===== src/rtl/seg_pkg.sv =====
// Shared definitions for the segment-pattern decoder: segment encodings,
// bus widths and the debounce FSM state type.
package seg_pkg;

    localparam int DIGIT_W = 4;
    localparam int SEG_W   = 7;

    // Bit order {g,f,e,d,c,b,a}, active-high.
    localparam logic [SEG_W-1:0] SEG_0     = 7'h3F;
    localparam logic [SEG_W-1:0] SEG_1     = 7'h06;
    localparam logic [SEG_W-1:0] SEG_2     = 7'h5B;
    localparam logic [SEG_W-1:0] SEG_3     = 7'h4F;
    localparam logic [SEG_W-1:0] SEG_4     = 7'h66;
    localparam logic [SEG_W-1:0] SEG_5     = 7'h6D;
    localparam logic [SEG_W-1:0] SEG_6     = 7'h7D;
    localparam logic [SEG_W-1:0] SEG_7     = 7'h07;
    localparam logic [SEG_W-1:0] SEG_8     = 7'h7F;
    localparam logic [SEG_W-1:0] SEG_9     = 7'h6F;
    localparam logic [SEG_W-1:0] SEG_A     = 7'h77;
    localparam logic [SEG_W-1:0] SEG_B     = 7'h7C;
    localparam logic [SEG_W-1:0] SEG_C     = 7'h39;
    localparam logic [SEG_W-1:0] SEG_D     = 7'h5E;
    localparam logic [SEG_W-1:0] SEG_E     = 7'h79;
    localparam logic [SEG_W-1:0] SEG_F     = 7'h71;
    localparam logic [SEG_W-1:0] SEG_BLANK = 7'h00;

    typedef enum logic {
        IDLE,
        COUNT
    } seg_state_t;

    // Forward table: digit -> segment pattern.
    function automatic logic [SEG_W-1:0] seg_of(input logic [DIGIT_W-1:0] digit);
        logic [SEG_W-1:0] pattern;
        case (digit)
            4'h0:    pattern = SEG_0;
            4'h1:    pattern = SEG_1;
            4'h2:    pattern = SEG_2;
            4'h3:    pattern = SEG_3;
            4'h4:    pattern = SEG_4;
            4'h5:    pattern = SEG_5;
            4'h6:    pattern = SEG_6;
            4'h7:    pattern = SEG_7;
            4'h8:    pattern = SEG_8;
            4'h9:    pattern = SEG_9;
            4'hA:    pattern = SEG_A;
            4'hB:    pattern = SEG_B;
            4'hC:    pattern = SEG_C;
            4'hD:    pattern = SEG_D;
            4'hE:    pattern = SEG_E;
            default: pattern = SEG_F;
        endcase
        return pattern;
    endfunction

endpackage


===== src/rtl/seg_encoder.sv =====
// Combinational inverse of the seven-segment table: pattern -> hex digit,
// with flags for a recognised digit and for the all-off blank pattern.
module seg_encoder
    import seg_pkg::*;
(
    input  logic [SEG_W-1:0]   pattern,
    output logic [DIGIT_W-1:0] digit,
    output logic               is_digit,
    output logic               is_blank
);

    logic [15:0] match;

    generate
        for (genvar gi = 0; gi < 16; gi++) begin : g_match
            assign match[gi] = (pattern == seg_of(DIGIT_W'(gi)));
        end
    endgenerate

    // Table entries are unique, so at most one match bit is set and OR-ing is safe.
    always_comb begin
        digit = '0;
        for (int i = 0; i < 16; i++) begin
            if (match[i]) begin
                digit = digit | DIGIT_W'(i);
            end
        end
    end

    assign is_digit = |match;
    assign is_blank = (pattern == SEG_BLANK);

endmodule


===== src/rtl/seg_pattern_decoder.sv =====
// Debounces a 7-segment bus, classifies the stable pattern and hands
// recovered digits to a consumer through a valid/ready hold register.
module seg_pattern_decoder
    import seg_pkg::*;
#(
    parameter int N             = 4,
    parameter int M             = 7,
    parameter int STABLE_CYCLES = 4
) (
    input  logic         clk,
    input  logic         reset,
    input  logic         en,
    input  logic [M-1:0] seg,
    input  logic         out_ready,
    output logic [N-1:0] d,
    output logic         out_valid,
    output logic         err,
    output logic         overrun
);

    localparam logic [7:0] CNT_LAST = 8'(STABLE_CYCLES - 1);

    seg_state_t   state_reg, state_next;
    logic [M-1:0] seg_q_reg, seg_q_next;
    logic [7:0]   cnt_reg, cnt_next;
    logic [N-1:0] d_reg, d_next;
    logic         valid_reg, valid_next;
    logic         err_reg, err_next;
    logic         overrun_reg, overrun_next;
    logic         resolve;

    logic [N-1:0] enc_digit;
    logic         enc_is_digit;
    logic         enc_is_blank;

    seg_encoder u_encoder (
        .pattern  (seg_q_reg),
        .digit    (enc_digit),
        .is_digit (enc_is_digit),
        .is_blank (enc_is_blank)
    );

    always_ff @(posedge clk or negedge reset) begin
        if (!reset) begin
            state_reg   <= IDLE;
            seg_q_reg   <= SEG_BLANK;
            cnt_reg     <= '0;
            d_reg       <= '0;
            valid_reg   <= 1'b0;
            err_reg     <= 1'b0;
            overrun_reg <= 1'b0;
        end else begin
            state_reg   <= state_next;
            seg_q_reg   <= seg_q_next;
            cnt_reg     <= cnt_next;
            d_reg       <= d_next;
            valid_reg   <= valid_next;
            err_reg     <= err_next;
            overrun_reg <= overrun_next;
        end
    end

    // Debounce: any change restarts the count; seg_q is resolved once it
    // has been seen STABLE_CYCLES further enabled samples after capture.
    always_comb begin
        state_next = state_reg;
        seg_q_next = seg_q_reg;
        cnt_next   = cnt_reg;
        resolve    = 1'b0;
        if (en) begin
            unique case (state_reg)
                IDLE: begin
                    if (seg != seg_q_reg) begin
                        seg_q_next = seg;
                        cnt_next   = '0;
                        state_next = COUNT;
                    end
                end
                COUNT: begin
                    if (seg != seg_q_reg) begin
                        seg_q_next = seg;
                        cnt_next   = '0;
                    end else if (cnt_reg == CNT_LAST) begin
                        resolve    = 1'b1;
                        state_next = IDLE;
                    end else begin
                        cnt_next = cnt_reg + 8'd1;
                    end
                end
                default: state_next = IDLE;
            endcase
        end
    end

    // Hold register: a resolving digit may replace one being consumed this
    // cycle, but never overwrites an unconsumed one.
    always_comb begin
        d_next       = d_reg;
        valid_next   = valid_reg;
        err_next     = 1'b0;
        overrun_next = overrun_reg;
        if (valid_reg && out_ready) begin
            valid_next = 1'b0;
        end
        if (resolve) begin
            if (enc_is_digit) begin
                if (!valid_reg || out_ready) begin
                    d_next     = enc_digit;
                    valid_next = 1'b1;
                end else begin
                    overrun_next = 1'b1;
                end
            end else if (!enc_is_blank) begin
                err_next = 1'b1;
            end
        end
    end

    assign d         = d_reg;
    assign out_valid = valid_reg;
    assign err       = err_reg;
    assign overrun   = overrun_reg;

endmodule


===== config.mk =====
export PLATFORM = sky130hd
export DESIGN_NAME = seg_pattern_decoder
export DESIGN_NICKNAME = d
export VERILOG_FILES = /design/src/rtl/seg_pkg.sv /design/src/rtl/seg_encoder.sv /design/src/rtl/seg_pattern_decoder.sv
export SDC_FILE = /design/constraint.sdc
export NUM_CORES = 1
export LEC_CHECK = 0
export CAP_MARGIN = 15
export CORE_MARGIN = 2
export CORE_UTILIZATION = 37
export CTS_BUF_LIST = sky130_fd_sc_hd__clkbuf_16
export DETAILED_ROUTE_END_ITERATION = 10
export PLACE_DENSITY_LB_ADDON = 0.12
export SYNTH_ARGS = -nofsm -noshare
export SYNTH_HDL_FRONTEND = slang
export SYNTH_SLANG_ARGS = --single-unit

===== constraint.sdc =====
create_clock -name clk -period 4.22 [get_ports clk]
set_input_delay 0.844 -clock clk [delete_from_list [all_inputs] [get_ports clk]]
set_output_delay 0.844 -clock clk [all_outputs]
set_load 0.02 [all_outputs]

==> results of run 1 <==
[worst max-delay path, cell delays in order]
cell and delay [ns]:
sky130_fd_sc_hd__clkdlybuf4s50_1 0.77, sky130_fd_sc_hd__nand2_1 0.17, sky130_fd_sc_hd__a31o_2 0.31, sky130_fd_sc_hd__nor4_1 0.38, sky130_fd_sc_hd__nand3_1 0.13, sky130_fd_sc_hd__o21ai_1 0.10
[logic make-up (layout without fill, tap and decap cells)]
kind of cell             after synthesis  count (layout)  share of synthesized area
AO/OA/AOI/OAI                         30              30                     0.1513
XOR/XNOR                              10              10                    0.05724
AND/OR/NAND/NOR                       68              68                     0.2698
flip-flops                            23              23                     0.3761
multiplexers                          11              11                    0.09076
adder cells (fa/ha/maj)                1               1                   0.008175
buffers and inverters                 15              28                    0.04660
[metrics by stage]
stage	instances	total power, mW	hold WS (ns)	utilization	area, um^2
6_report	221	0.5460	0.4820	0.4554	1822
5_1_grt	221	0.5732	0.5311	0.4554	1822
4_1_cts	220	0.5484	0.4882	0.4485	1794
3_5_place_dp	216	0.3391	0.4730	0.4285	1714
3_3_place_gp	216	0.3359	0.4529	0.4285	1714
2_1_floorplan	158	0.3151	0.4746	-	1530
[power by group through the flow]
| stage | Combinational (mW) | Sequential (mW) | Clock (mW) |
|---|---|---|---|
| 2_1_floorplan | 0.0764 | 0.239 | 0 |
| 3_3_place_gp | 0.0766 | 0.259 | 0 |
| 3_5_place_dp | 0.0783 | 0.261 | 0 |
| 4_1_cts | 0.0788 | 0.257 | 0.213 |
| 5_1_grt | 0.0921 | 0.261 | 0.220 |
| 6_report | 0.0810 | 0.258 | 0.207 |
[cells in the final DEF (no fill, tap or decap), types with 2 or more instances in the layout]
| cell | count |
|---|---|
| sky130_fd_sc_hd__xnor2_1 | 8 |
| sky130_fd_sc_hd__o211ai_1 | 2 |
| sky130_fd_sc_hd__mux2_2 | 7 |
| sky130_fd_sc_hd__and3_1 | 4 |
| sky130_fd_sc_hd__a21oi_1 | 8 |
| sky130_fd_sc_hd__mux2_4 | 4 |
| sky130_fd_sc_hd__nand4_1 | 3 |
| sky130_fd_sc_hd__nand2_1 | 7 |
| sky130_fd_sc_hd__nand3_1 | 16 |
| sky130_fd_sc_hd__dfrtp_1 | 23 |
| sky130_fd_sc_hd__nor2_1 | 7 |
| sky130_fd_sc_hd__xor2_1 | 2 |
| sky130_fd_sc_hd__or3_4 | 2 |
| sky130_fd_sc_hd__clkdlybuf4s50_1 | 17 |
| sky130_fd_sc_hd__nor4_1 | 4 |
| sky130_fd_sc_hd__nor3_1 | 5 |
| sky130_fd_sc_hd__nand3b_1 | 3 |
| sky130_fd_sc_hd__inv_1 | 6 |
| sky130_fd_sc_hd__nor4b_1 | 3 |
| sky130_fd_sc_hd__o21ai_1 | 4 |
| sky130_fd_sc_hd__nand2b_1 | 3 |
| sky130_fd_sc_hd__o21bai_1 | 2 |
| sky130_fd_sc_hd__o31ai_1 | 2 |
| sky130_fd_sc_hd__clkbuf_16 | 3 |
| sky130_fd_sc_hd__o21ai_0 | 3 |
[path summary, 6_finish.rpt]
kind,slack [ns],endpoint,cells past startpoint
worst max-delay path,1.70,cnt_reg[3]$_DFFE_PN0P_,6
worst min-delay path,0.48,overrun$_DFFE_PN0P_,2
worst max register to register,1.86,d[1]$_DFFE_PN0P_,5
worst min register to register,0.48,overrun$_DFFE_PN0P_,2
max in group asynchronous,3.02,seg_q_reg[3]$_DFFE_PN0P_,2
min in group asynchronous,0.83,d[3]$_DFFE_PN0P_,1
[cell type report]
| cell class | count | share of cell area |
|---|---|---|
| inverters | 6 | 0.01236 |
| clock inverters | 1 | 0.002747 |
| well taps | 50 | 0.03434 |
| clock buffers | 3 | 0.04121 |
| multi-input cells | 120 | 0.4849 |
| repair buffers | 18 | 0.1085 |
| flip-flops and latches | 23 | 0.3159 |
[layer usage]
metal	vias up	global-route usage
met1	590	0.2314
met4	0	0.05500
met3	4	0.02467
met5	-	0
met2	26	0.2706
li1	611	-
==> summary.txt, run 1 <==
Floorplan
  • Initial Utilization: 0.3825
  • FP Rows: 23
  • Die width: about 68 um
  • Number of placed I/O pins: 18
  • Die height: just under 70 um
  • Std-Cell Core Area: 4000 um^2
  • Area of the die: around 4700 um^2

CTS
  • Number of buffers created by CTS: 3
  • PostCTS Resize Cnt: 0
  • H-Tree Depth: 1
  • Sinks on Clock Net: 23
  • Insertion delay to the later sink of the worst-skew pair: 0.26 ns
  • Clock tree from TritonCTS: yes
  • Setup Buffers After CTS: 0
  • Clock-pin slew on the worst setup and hold paths: ~0.060 ns
  • Root buffer selected by CTS: sky130_fd_sc_hd__clkbuf_16
  • Count of hold-fix buffers inserted at cts: 0
  • Clk buf depth: 2

Logic synthesis
  • Share of Yosys cell area claimed by the top area cell type: 0.3761
  • Top post-synthesis cells by area: sky130_fd_sc_hd__dfrtp_1 38%, sky130_fd_sc_hd__nand3_1 5.2%, sky130_fd_sc_hd__mux2_2 5.2%, sky130_fd_sc_hd__xnor2_1 4.6%, sky130_fd_sc_hd__mux2_4 3.9%
  • Post-synthesis cell type count: 48
  • Number of enable-type register cells in the synthesized netlist: 0
  • Most numerous cell types in the synthesized netlist: 23 x sky130_fd_sc_hd__dfrtp_1, 16 x sky130_fd_sc_hd__nand3_1, 8 x sky130_fd_sc_hd__a21oi_1, 8 x sky130_fd_sc_hd__xnor2_1
  • Synthesized netlist net count: 170
  • Register bit count reported by yosys: 23
  • Yosys top cell by area: sky130_fd_sc_hd__dfrtp_1
  • Warnings, synthesis: 0
  • Primary flip-flop cell chosen by synthesis mapping: sky130_fd_sc_hd__dfrtp_1
  • Mean Syn Cell Area: a little under 10 um^2
  • Share of flip-flops with an asynchronous set or reset: 1.000
  • Most frequent cell after synthesis: sky130_fd_sc_hd__dfrtp_1
  • Cell count after synthesis: between 150 and 200
  • Sequential cell area fraction in the yosys report: 0.3761
  • Cell area after synthesis: ~1500 um^2

STA
  • Rel. slew slack: 0.6066
  • Transition time of the tightest slew-check pin: between 0.5 and 0.6 ns
  • Post-route worst setup slack: between 1.5 and 2 ns
  • Min Tclk post-route: 2.519 ns
  • Final TNS setup: 0 ns
  • Worst clock skew: a little over 0.005 ns
  • RSZ-0062 raised after global routing: no
  • Number of slew-limit violations in the final report: 0
  • Final hold viol count: 0
  • Period utilization: 0.5969
  • Final setup violating endpoints: 0
  • FMAX: 397.0 MHz

Global route
  • Pin count of the biggest net entering global routing: 24
  • First-pass GRT wire length: 5954 um
  • Antenna violations before repair: 0
  • Overall track demand over capacity in global routing: 0.1683
  • Number of global-route vias before repair: roughly 1300
  • Total overflow reported by the global router: 0

Worst setup path
  • Crit path required time: between 4 and 5 ns
  • CP Launch Type: input port
  • Launch point of the critical path: en
  • Classification of the worst setup path: input port to flop
  • Startpoint of the worst register-to-register path: seg_q_reg[5]$_DFFE_PN0P_
  • Largest fanout of any net on the critical path: 13
  • Arrival time at the worst endpoint: approximately 2.7 ns
  • Critical Path End Type: flop

Detailed routing
  • Uppermost layer routed: met4
  • Routed Antenna Nets: 0
  • Number of remaining DRC errors: 0
  • Routed met3 length: 103 um
  • Met1 WL: between 1500 and 2000 um
  • Average detailed-routed wire length per instance: 14.90 um
  • Routed vias: between 1000 and 1500
  • Number of iterations in the first detailed-routing pass: 4
  • Met2 WL post-DR: ~1500 um
  • Violation count after the first detailed-route iteration: 60
  • Total wirelength of the detailed-routed design: 3293 um
  • Routed via count divided by cell count: ~5.6

Place
  • HPWL Detailed: 2353 um
  • Quantity of I/O buffers inserted on ports: 17
  • Worst Setup Slack post-DPL: 1.450 ns
  • Routability Congestion: 0.7760

Hold path
  • Min-delay src: overrun$_DFFE_PN0P_
  • Worst min-delay path category: flop to flop

Final layout
  • Number of nets in the final layout: ~180
  • Area occupied by multi-input gates: ~880 um^2
  • # fillers: a little under 400
  • Flip-flop count of the largest register, all copies and words added: 8
  • Storage cell area: around 580 um^2
  • Share of layout cells above drive strength 1: 0.1404
  • Antenna fix cells: 0
  • Area Overhead vs Synth: 19.05%

Status
  • Result of the run: complete, no violations

Power
  • Sequential power share: 0.472
  • Leak: just over 0.7 nW
  • Power share of the combinational group: 0.148
  • Worst ir drop on vdd: about 0.00012 V
  • PD cells: roughly 300 nW/um^2
  • Net load switching power: between 0.1 and 0.15 mW
  • Internal power of the cells: roughly 0.4 mW
  • Clock power frac: 0.380
  • Switching share of power: 0.2693

Run
  • Number of violations of the max-capacitance limit: 0
(Power assumes the default switching activity.)
==> run 2, diff against run 1 <==
- clock period: 4.22 -> 2.55 ns (I/O delays scaled with it)
==> run 2 against run 1 <==
Against the previous run:
- global-route usage is 0.74 points lower
- largest power group unchanged
- via count is 3.1% higher
- flip-flop and latch count stayed put
- cell area is 0.55% higher
- worst hold slack better by 0.0087 ns
- routed wire length hardly changed
- critical path depth is 2 lower
- setup slack worse by 1.4 ns
- utilization is 0.25 points higher
- sequential share of layout area is 0.17 points lower
- die area stayed put
- clock power is 65% higher
==> summary.txt, run 2 (synthesis gave the netlist of run 1 again) <==
Global route
  • Total overflow reported by the global router: 0
  • First-pass GRT wire length: 5540 um
  • Number of global-route vias before repair: approximately 1200
  • Pin count of the biggest net entering global routing: 24
  • Antenna violations before repair: 0
  • Overall track demand over capacity in global routing: 0.1609

Final layout
  • # fillers: between 300 and 400
  • Number of nets in the final layout: around 190
  • Flip-flop count of the largest register, all copies and words added: 8
  • Area Overhead vs Synth: 19.71%
  • Antenna fix cells: 0
  • Area occupied by multi-input gates: a little under 900 um^2
  • Utilization after layout: 0.4579
  • Share of layout cells above drive strength 1: 0.1600
  • Post-Layout Inst Area: 1832 um^2
  • Most common cell after layout, fill and taps aside: sky130_fd_sc_hd__dfrtp_1
  • Finished Layout Cells: roughly 230
  • Storage cell area: between 500 and 600 um^2
  • Most frequent cells in the layout: 23 x sky130_fd_sc_hd__dfrtp_1, 17 x sky130_fd_sc_hd__clkdlybuf4s50_1, 16 x sky130_fd_sc_hd__nand3_1

CTS
  • PostCTS Resize Cnt: 0
  • Root buffer selected by CTS: sky130_fd_sc_hd__clkbuf_16
  • Sinks on Clock Net: 23
  • Count of hold-fix buffers inserted at cts: 0
  • Clk buf depth: 2
  • Insertion delay to the later sink of the worst-skew pair: about 0.26 ns
  • Setup Buffers After CTS: 0
  • Number of buffers created by CTS: 3
  • H-Tree Depth: 1
  • Clock tree from TritonCTS: yes
  • Clock-pin slew on the worst setup and hold paths: ~0.06 ns

Worst setup path
  • Critical R2R Capture: d[3]$_DFFE_PN0P_
  • Classification of the worst setup path: flop to flop
  • Top Family by Delay on Critical Path: compound AO/OA/AOI/OAI gates
  • Worst path bufs/invs: 0
  • Crit path required time: 2.69 ns
  • Startpoint of the worst register-to-register path: seg_q_reg[3]$_DFFE_PN0P_
  • CP Launch Type: flop
  • Register-to-register setup slack: 0.31 ns
  • Sequence of cells on the critical path: o211a_1, or4_4, o2111ai_4, mux2_4
  • Depth of the worst register-to-register path: 4
  • Critical Path End Type: flop
  • Arrival time at the worst endpoint: between 2 and 2.5 ns
  • Worst stage delay on the critical path: between 0.5 and 0.6 ns
  • CP max-delay cell: sky130_fd_sc_hd__dfrtp_1
  • Largest fanout of any net on the critical path: 20

Status
  • Result of the run: complete, no violations

STA
  • Number of slew-limit violations in the final report: 0
  • FMAX: ~450 MHz
  • Rel. slew slack: 0.6166
  • Final TNS setup: 0 ns
  • Final hold viol count: 0
  • RSZ-0062 raised after global routing: no
  • Worst clock skew: approximately 0.0023 ns
  • Transition time of the tightest slew-check pin: ~0.58 ns
  • Period utilization: 0.8772
  • Final setup violating endpoints: 0
  • Min Tclk post-route: between 2 and 2.5 ns

Detailed routing
  • Routed via count divided by cell count: roughly 5.6
  • Number of remaining DRC errors: 0
  • Average detailed-routed wire length per instance: roughly 15 um
  • Violation count after the first detailed-route iteration: 55
  • Routed vias: roughly 1300
  • Total wirelength of the detailed-routed design: approximately 3300 um
  • Number of iterations in the first detailed-routing pass: 4
  • Routed Antenna Nets: 0

Hold path
  • Capture endpoint of the worst hold path: overrun$_DFFE_PN0P_
  • Min-delay src: overrun$_DFFE_PN0P_
  • Worst min-delay path category: flop to flop
  • Number of cells on the worst hold path: 2

Floorplan
  • Std-Cell Core Area: around 4000 um^2
  • Area of the die: 4666 um^2
  • Die height: just under 70 um
  • Die width: 68.31 um
  • Number of placed I/O pins: 18
  • Initial Utilization: 0.3825
  • FP Rows: 23

Run
  • Number of violations of the max-capacitance limit: 0

Place
  • Placed Cells: between 200 and 250
  • HPWL Detailed: ~2500 um
  • Routability Congestion: approximately 0.83
  • Quantity of I/O buffers inserted on ports: 17
  • Post-Place Cell Area: between 1500 and 2000 um^2

Power
  • Pwr Total: between 0.9 and 1 mW
  • Leak: 0.7262 nW
  • Worst ir drop on vdd: 0.0002771 V
  • PD cells: 493.8 nW/um^2
-- run 2: changes by cell type in the layout (fill, tap and decap cells not counted) --
cell	change
sky130_fd_sc_hd__buf_4	+5
sky130_fd_sc_hd__buf_16	-1
-- run 2: tightest hold or removal path: cells and delay by family (launching register included) --
kind	cells	cell delay [ns]
buffers and inverters	1	0.04
AOI/OAI and AO/OA	1	0.06
DFF	1	0.35
-- run 2: cell type report --
type	count	share of cell area
multi-input cells	120	0.4822
flip-flops and latches	23	0.3142
repair buffers	22	0.1134
clock buffers	3	0.04098
well taps	50	0.03415
inverters	6	0.01230
clock inverters	1	0.002732
-- run 2: per-layer routing --
layer | routed length [um] | GRT usage | up-vias
met3 | 144 | 0.02961 | 5
met2 | 1495 | 0.2536 | 33
met4 | 64 | 0.07500 | 0
met1 | 1587 | 0.2127 | 604
li1 | - | - | 627
met5 | 0 | 0 | -
-- run 2: report_power, final --
| group | internal [mW] | leakage (nW) | switching (mW) | total [mW] |
|---|---|---|---|---|
| logic | 0.0775 | 0.390 | 0.0715 | 0.149 |
| registers | 0.376 | 0.295 | 0.0389 | 0.415 |
| clock network | 0.211 | 0.0409 | 0.130 | 0.341 |
| total | 0.664 | 0.726 | 0.240 | 0.905 |
-- run 2: worst max-delay path by stage --
stage / start / to / slack, ns / cells past startpoint
3_5_place_dp: seg[2] / d[0]$_DFFE_PN0P_ / 0.18 / 6
5_1_grt: seg_q_reg[3]$_DFFE_PN0P_ / d[0]$_DFFE_PN0P_ / 0.21 / 5
6_report: seg_q_reg[3]$_DFFE_PN0P_ / d[3]$_DFFE_PN0P_ / 0.31 / 4
4_1_cts: seg_q_reg[3]$_DFFE_PN0P_ / d[3]$_DFFE_PN0P_ / 0.32 / 5
3_3_place_gp: seg[0] / d[2]$_DFFE_PN0P_ / 0.21 / 6
2_1_floorplan: seg_q_reg[0]$_DFFE_PN0P_ / d[2]$_DFFE_PN0P_ / 0.54 / 5
-- run 2: per-stage QoR --
step / setup WS (ns) / hold slack (ns)
after floorplan: 0.5379 / 0.2144
after global placement: 0.2113 / 0.4541
after detailed placement: 0.1776 / 0.4882
after CTS: 0.3234 / 0.5031
after global routing: 0.2078 / 0.5308
final: 0.3132 / 0.4906
==> run 3, diff against run 2 <==
- clock period: 2.55 -> 2.6 ns (I/O delays scaled with it)
==> results of run 3 <==
The final DEF is identical to that of run 2. Status: complete, no violations.
Among the figures that moved: setup slack after placement 0.1776 ns -> 0.2176 ns; setup slack after layout 0.3132 ns -> 0.3632 ns; register-to-register setup slack 0.31 ns -> 0.36 ns; total power 0.9046 mW -> 0.8872 mW; worst IR drop on VDD 0.0002771 V -> 0.0002718 V
